$ cat config.mk
export PLATFORM = sky130hd
export DESIGN_NAME = interrupt_ctrl
export DESIGN_NICKNAME = d
export VERILOG_FILES = /design/src/rtl/interrupt_ctrl_pkg.sv /design/src/rtl/irq_sync_edge.sv /design/src/rtl/interrupt_ctrl.sv
export SDC_FILE = /design/constraint.sdc
export NUM_CORES = 1
export LEC_CHECK = 0
export ABC_AREA = 1
export ABC_CLOCK_PERIOD_IN_PS = 2100
export CAP_MARGIN = 20
export CORE_MARGIN = 5
export CORE_UTILIZATION = 51
export CTS_CLUSTER_SIZE = 20
export DETAILED_ROUTE_END_ITERATION = 6
export PLACE_DENSITY = 0.82
export RECOVER_POWER = 50
export SLEW_MARGIN = 20
export SYNTH_ARGS = -nofsm -noshare
export SYNTH_HDL_FRONTEND = slang
export SYNTH_SLANG_ARGS = --single-unit
export TNS_END_PERCENT = 20
$ cat constraint.sdc
create_clock -name clk -period 2.1 [get_ports clk]
set_input_delay 0.42 -clock clk [delete_from_list [all_inputs] [get_ports clk]]
set_output_delay 0.42 -clock clk [all_outputs]
set_load 0.005 [all_outputs]
$ cat src/rtl/interrupt_ctrl_pkg.sv
// Shared definitions for the external-interrupt responder:
// FSM encodings, line-count limits and a one-hot decode helper.
package interrupt_ctrl_pkg;

  localparam int NUM_IRQ_MAX = 8;
  localparam int IRQ_NO_W    = 3;

  typedef enum logic [1:0] {
    INT_IDLE    = 2'd0,
    INT_REQ     = 2'd1,
    INT_SERVICE = 2'd2
  } int_state_e;

  // One-hot select of a line index across the maximum line count.
  function automatic logic [NUM_IRQ_MAX-1:0] irq_onehot(input logic [IRQ_NO_W-1:0] idx);
    logic [NUM_IRQ_MAX-1:0] oh;
    oh = {NUM_IRQ_MAX{1'b0}};
    for (int i = 0; i < NUM_IRQ_MAX; i++) begin
      oh[i] = (idx == IRQ_NO_W'(i)) ? 1'b1 : 1'b0;
    end
    return oh;
  endfunction

endpackage

$ cat src/rtl/irq_sync_edge.sv
// Per-line capture: two-flop synchronizer for an asynchronous interrupt
// line followed by a previous-value flop for rising-edge detection.
module irq_sync_edge (
  input  logic clk,
  input  logic rst,
  input  logic irq,
  output logic rise
);

  logic sync1_r;
  logic sync2_r;
  logic prev_r;

  // Synchronizer chain and edge-history flop.
  always_ff @(posedge clk or posedge rst) begin
    if (rst) begin
      sync1_r <= 1'b0;
      sync2_r <= 1'b0;
      prev_r  <= 1'b0;
    end else begin
      sync1_r <= irq;
      sync2_r <= sync1_r;
      prev_r  <= sync2_r;
    end
  end

  assign rise = sync2_r & ~prev_r;

endmodule

$ cat src/rtl/interrupt_ctrl.sv
// External-interrupt responder: pending capture, mask, fixed lowest-index
// priority and a request/service handshake with the pipeline.
module interrupt_ctrl #(
  parameter int NUM_IRQ  = 8,
  parameter int IRQ_NO_W = 3
) (
  input  logic                clk,
  input  logic                rst,
  input  logic [NUM_IRQ-1:0]  irq_in,
  input  logic [NUM_IRQ-1:0]  irq_mask,
  input  logic                status,
  input  logic                int_ack,
  output logic                interrupter,
  output logic                valid_interrupter,
  output logic [IRQ_NO_W-1:0] interrupter_no,
  output logic [NUM_IRQ-1:0]  pending
);

  import interrupt_ctrl_pkg::*;

  int_state_e                state_r;
  int_state_e                state_next_s;
  logic [NUM_IRQ-1:0]        rise_s;
  logic [NUM_IRQ-1:0]        pending_r;
  logic [NUM_IRQ-1:0]        pending_next_s;
  logic [NUM_IRQ-1:0]        eligible_s;
  logic [NUM_IRQ-1:0]        clear_s;
  logic [NUM_IRQ_MAX-1:0]    ack_onehot_s;
  logic [IRQ_NO_W-1:0]       winner_s;
  logic [IRQ_NO_W-1:0]       irq_no_r;
  logic [IRQ_NO_W-1:0]       irq_no_next_s;
  logic                      seen_status_r;
  logic                      seen_status_next_s;
  logic                      interrupter_r;

  for (genvar g = 0; g < NUM_IRQ; g++) begin : g_sync
    irq_sync_edge u_sync (
      .clk  (clk),
      .rst  (rst),
      .irq  (irq_in[g]),
      .rise (rise_s[g])
    );
  end

  assign eligible_s   = pending_r & irq_mask;
  assign ack_onehot_s = irq_onehot(irq_no_r);

  // Fixed priority: scan downwards so the lowest eligible index is left last.
  always_comb begin
    winner_s = {IRQ_NO_W{1'b0}};
    for (int i = NUM_IRQ - 1; i >= 0; i--) begin
      winner_s = eligible_s[i] ? IRQ_NO_W'(i) : winner_s;
    end
  end

  // Request/service sequencing; a committed request ignores mask and status.
  always_comb begin
    state_next_s       = state_r;
    irq_no_next_s      = irq_no_r;
    seen_status_next_s = seen_status_r;
    clear_s            = {NUM_IRQ{1'b0}};
    case (state_r)
      INT_IDLE: begin
        if ((|eligible_s) && !status) begin
          irq_no_next_s = winner_s;
          state_next_s  = INT_REQ;
        end else begin
          state_next_s  = INT_IDLE;
        end
      end
      INT_REQ: begin
        if (int_ack) begin
          clear_s      = ack_onehot_s[NUM_IRQ-1:0];
          state_next_s = INT_SERVICE;
        end else begin
          state_next_s = INT_REQ;
        end
      end
      INT_SERVICE: begin
        // Leave only once the handler has been seen running and ERET dropped status.
        if (seen_status_r && !status) begin
          seen_status_next_s = 1'b0;
          state_next_s       = INT_IDLE;
        end else if (status) begin
          seen_status_next_s = 1'b1;
          state_next_s       = INT_SERVICE;
        end else begin
          seen_status_next_s = seen_status_r;
          state_next_s       = INT_SERVICE;
        end
      end
      default: begin
        seen_status_next_s = 1'b0;
        state_next_s       = INT_IDLE;
      end
    endcase
  end

  // A fresh edge arriving in the ack cycle keeps its pending bit.
  assign pending_next_s = (pending_r & ~clear_s) | rise_s;

  // State, pending and output registers.
  always_ff @(posedge clk or posedge rst) begin
    if (rst) begin
      state_r       <= INT_IDLE;
      pending_r     <= {NUM_IRQ{1'b0}};
      irq_no_r      <= {IRQ_NO_W{1'b0}};
      seen_status_r <= 1'b0;
      interrupter_r <= 1'b0;
    end else begin
      state_r       <= state_next_s;
      pending_r     <= pending_next_s;
      irq_no_r      <= irq_no_next_s;
      seen_status_r <= seen_status_next_s;
      interrupter_r <= (state_next_s == INT_REQ) ? 1'b1 : 1'b0;
    end
  end

  assign interrupter       = interrupter_r;
  assign interrupter_no    = irq_no_r;
  assign pending           = pending_r;
  assign valid_interrupter = |eligible_s;

endmodule
Word-level counts from Yosys, hierarchy flattened
Cells that the tools add are included.
- flip-flop bits (word level): 39
- output and inout bits: 13
- word-level logic and storage cells: 96
- eq/ne operators: 11
- multiplexer cells: 26
- bitwise logic cells: 21
- reduce and logical (&&, ||, !) cells: 9
- operators with widths (cell ; number):
    $mux W3 ; 8
    $and A8 B8 Y8 ; 2
    $mux W8 ; 2
    $eq A3 B3 Y1 const B ; 4
    $mux W1 ; 12
    $not A1 Y1 ; 9
    $and A1 B1 Y1 ; 8
    $not A8 Y8 ; 1
    $or A8 B8 Y8 ; 1
    $reduce_or A8 Y1 ; 1
    $eq A3 B2 Y1 const B ; 2
    $pmux W2 S3 ; 1
    $eq A2 B1 Y1 const B ; 2
    $mux W2 ; 2
    $reduce_and A2 Y1 ; 2
    $eq A3 B1 Y1 const B ; 1
    $logic_not A3 Y1 ; 1
    $ne A3 B3 Y1 const B ; 1
    $eq A2 B2 Y1 const B ; 1
    $logic_and A1 B1 Y1 ; 2
    $logic_not A2 Y1 ; 1
    $pmux W1 S2 ; 1
    $reduce_or A2 Y1 ; 1
    $logic_not A1 Y1 ; 1

Depth between registers and ports, before layout
- word-level depth: 9
- depth in mapped cells: 10

Cells and area by module
From an unflattened synthesis, not the netlist that was laid out.
- cells, all modules: 149
- area, all modules: 1492.7 um^2
- by module, submodules not included (module ; times used ; cells each ; area an instance (um^2)):
    interrupt_ctrl ; 1 ; 101 ; 782.0
    irq_sync_edge ; 8 ; 6 ; 88.8

Worst setup path before layout
Ideal clock, no wire load.
- path type: input port to output port
- start: in irq_mask[1]
- end: out valid_interrupter
- arrival: 0.739 ns
- slack: 0.941 ns
- cell stages on the path: 4
- buffers on the path: 0
- path through: nand2_1 nand2_2 nor2_4 nand2_2
- longest elaborated chain between the ends: 2
- RTL lines (item ; RTL line ; source):
    start, declared ; interrupt_ctrl.sv:10 ; input logic [NUM_IRQ-1:0] irq_mask,
    $and A8 B8 Y8 ; interrupt_ctrl.sv:45 ; assign eligible_s = pending_r & irq_mask;
    $reduce_or A8 Y1 ; interrupt_ctrl.sv:122 ; assign valid_interrupter = |eligible_s;
    end, declared ; interrupt_ctrl.sv:14 ; output logic valid_interrupter,
No other way between the ends.

Final worst setup path
Same ends and word-level chain as after synthesis.

==> results.tsv <==
metric	value	unit
status	complete, no violations	
fmax	529	MHz
fin_ws	0.210	ns
fp.dieArea	3790	sq um
fin_skew	0.00692	ns
dp_hpwl	2030	um
drc_errors	0	
seq_area	976	sq um
internal-power	0.00127	W
vdd_drop_max	0.000813	V
track_usage	0.153	
power_switching	0.000556	W
clk_latency	0.34	ns
synth_top_cells_by_area	dfrtp_1 72%, nand2_1 8.0%, o21ai_1 5.9%	
holdPathEnd	g_sync[3].u_sync.sync2_r$_DFF_PP0_	
multi_input_comb_area	308	sq um
post-route-period-util	0.900	
clkTransAtPathRegs	0.11	ns
r2r_start	state_r[1]$_DFF_PP0_	
area_growth	32.8	%
ys_ff_latch	39	
hp-start	g_sync[3].u_sync.sync1_r$_DFF_PP0_	
hold_viol	0	
yosysWarnings	0	
routedWlPerCell	13.2	um
synth-edff-count	0	
postCtsHoldBufs	0	
clockBufferDepth	2	
core-area	2500	sq um
cp-startpoint	irq_mask[1]	
postCtsSetupRepairBufs	0	
worstPathMaxFanout	2	
seq_area_frac_synth	0.720	
pwr-share-seq	0.525	
place.gp.congestion	0.901	
relSlewSlack	0.404	
grt_pass1_vias	1022	
dr.pass1.iters	4	
rr_endpoint	pending[6]$_DFF_PP0_	
die_width	61.5	um
reg2reg_slack	0.88	ns
io_pins	33	
worstSetupPathType	in -> out	
htreeDepth	2	
clock-sinks	39	
switching_share	0.304	
synthCells	123	
yosys-top-cells-count	39 x dfrtp_1, 29 x nand2_1, 19 x inv_1	
final_nets	185	
fillers	178	
drive_gt1_frac	0.114	
drtIter0Drc	34	
synth.distinct_cells	13	
pwr-share-comb	0.256	
die_y	61.5	um
worst_setup_path_start_kind	input pin	
synth_nets	143	
dr_total_vias	988	
grt_pass1_wl	4130	um
initial_utilization	0.542	
synthMostInstantiatedCell	dfrtp_1	
rsz0062_at_grt	false	
finalPower	0.00183	W
grt_overflow_total	0	
min_path_cells	0	
pre_cts_ws	-0.0147	ns
r2r.worst_path.cells	6	
num_rows	18	
drt-total-wl	2590	um
synth_top_area_frac	0.720	
cp.required	1.68	ns
portBuffers	32	
period_minus_slack	1.89	ns
drv_slew	0	
cp.arrival	1.47	ns
antenna_cells	0	
syn_avg_cell_area	11.0	sq um
cp-end-kind	primary output	
synthArstFlopShare	1.00	
synth_area	1360	sq um
ys.flop_type	dfrtp_1	
share_clk_of_total_power	0.219	
maxCapViolCount	0	
powerDensity	1010	nW/um^2
setup_viol	0	
cts_tree	done	
grt_max_degree	40	
worstMarginPinSlew	0.894	ns
cts_buffers	5	
postRouteAntennaNets	0	
clock-root-buffer	clkbuf_4	
viasPerCell	5.04	
p_leak	0.842	nW
yosysTopAreaCell	dfrtp_1	
hold_class	reg -> reg	
antenna_found_initial	0	
==> worst max-delay path: stages <==
cell	delay [ns]
clkdlybuf4s50_1	0.41
nand2_1	0.10
nand2_2	0.08
nor2_4	0.12
nand2_2	0.07
dlygate4sd2_1	0.26
==> worst max-delay path by stage <==
stage                                             end  slack (ns)  cells after the start
floorplan           g_sync[0].u_sync.prev_r$_DFF_PP0_        0.79                      1
global route                        valid_interrupter        0.16                      6
finish                              valid_interrupter        0.21                      6
global placement                    valid_interrupter        0.02                      6
CTS                                 valid_interrupter        0.21                      6
detailed placement                  valid_interrupter       -0.01                      6
==> stage by stage <==
step,cell area [sq um],utilization,cells,TNS (ns),hold WS (ns)
6_report,1800,0.720,196,0,0.365
5_1_grt,1800,0.720,196,0,0.370
4_1_cts,1800,0.721,196,0,0.363
3_5_place_dp,1740,0.694,188,-0.0147,0.336
3_3_place_gp,1740,0.694,188,0,0.332
2_1_floorplan,1360,-,123,0,0.331
==> what timing repair did <==
item                       4_1_cts  5_1_grt
resized for setup                1        0
hold endpoints to repair         0        0
setup endpoints to repair        1        0
==> kinds of logic after synthesis <==
family / count (synthesis) / synth area share
simple gates: 41 / 0.136
compound gates: 24 / 0.0914
flops: 39 / 0.720
buf+inv: 19 / 0.0526
==> flip-flops by register name (all words and copies together) (netlist names) <==
name                   flops
pending                    8
g_sync.u_sync.prev_r       8
g_sync.u_sync.sync1_r      8
interrupter                1
seen_status_r              1
state_r                    2
g_sync.u_sync.sync2_r      8
interrupter_no             3
==> layout make-up <==
cell class	instances	share of cell area
Sequential cell	39	0.542
Timing Repair Buffer	35	0.188
Multi-Input combinational cell	65	0.171
Inverter	19	0.0396
Clock buffer	6	0.0285
Tap cell	30	0.0209
Clock inverter	2	0.00904
==> power groups by stage <==
stage / Combinational (W) / Sequential (W) / Clock (W)
2_1_floorplan: 0.000223 / 0.000956 / 0
3_3_place_gp: 0.000450 / 0.000962 / 0
3_5_place_dp: 0.000475 / 0.000972 / 0
4_1_cts: 0.000476 / 0.000957 / 0.000418
5_1_grt: 0.000528 / 0.000974 / 0.000440
6_report: 0.000468 / 0.000958 / 0.000399
==> cell usage in the layout, fill, tap and decap left out, types with 2 or more instances in the layout <==
cell	n
o21ai_1	16
buf_4	2
inv_1	19
clkdlybuf4s50_1	22
nand2_2	4
nor2_1	4
nand2_1	29
clkbuf_4	5
o21ai_0	6
dlygate4sd3_1	9
dfrtp_1	39
==> routing by layer <==
metal | vias up | global-route usage | share of wire
li1 | 466 | - | -
met1 | 484 | 0.157 | 0.37
met2 | 32 | 0.278 | 0.52
met3 | 6 | 0.0524 | 0.082
met4 | 0 | 0.0667 | 0.024
met5 | - | 0 | 0
No activity file was read; power rests on OpenSTA's default activity.
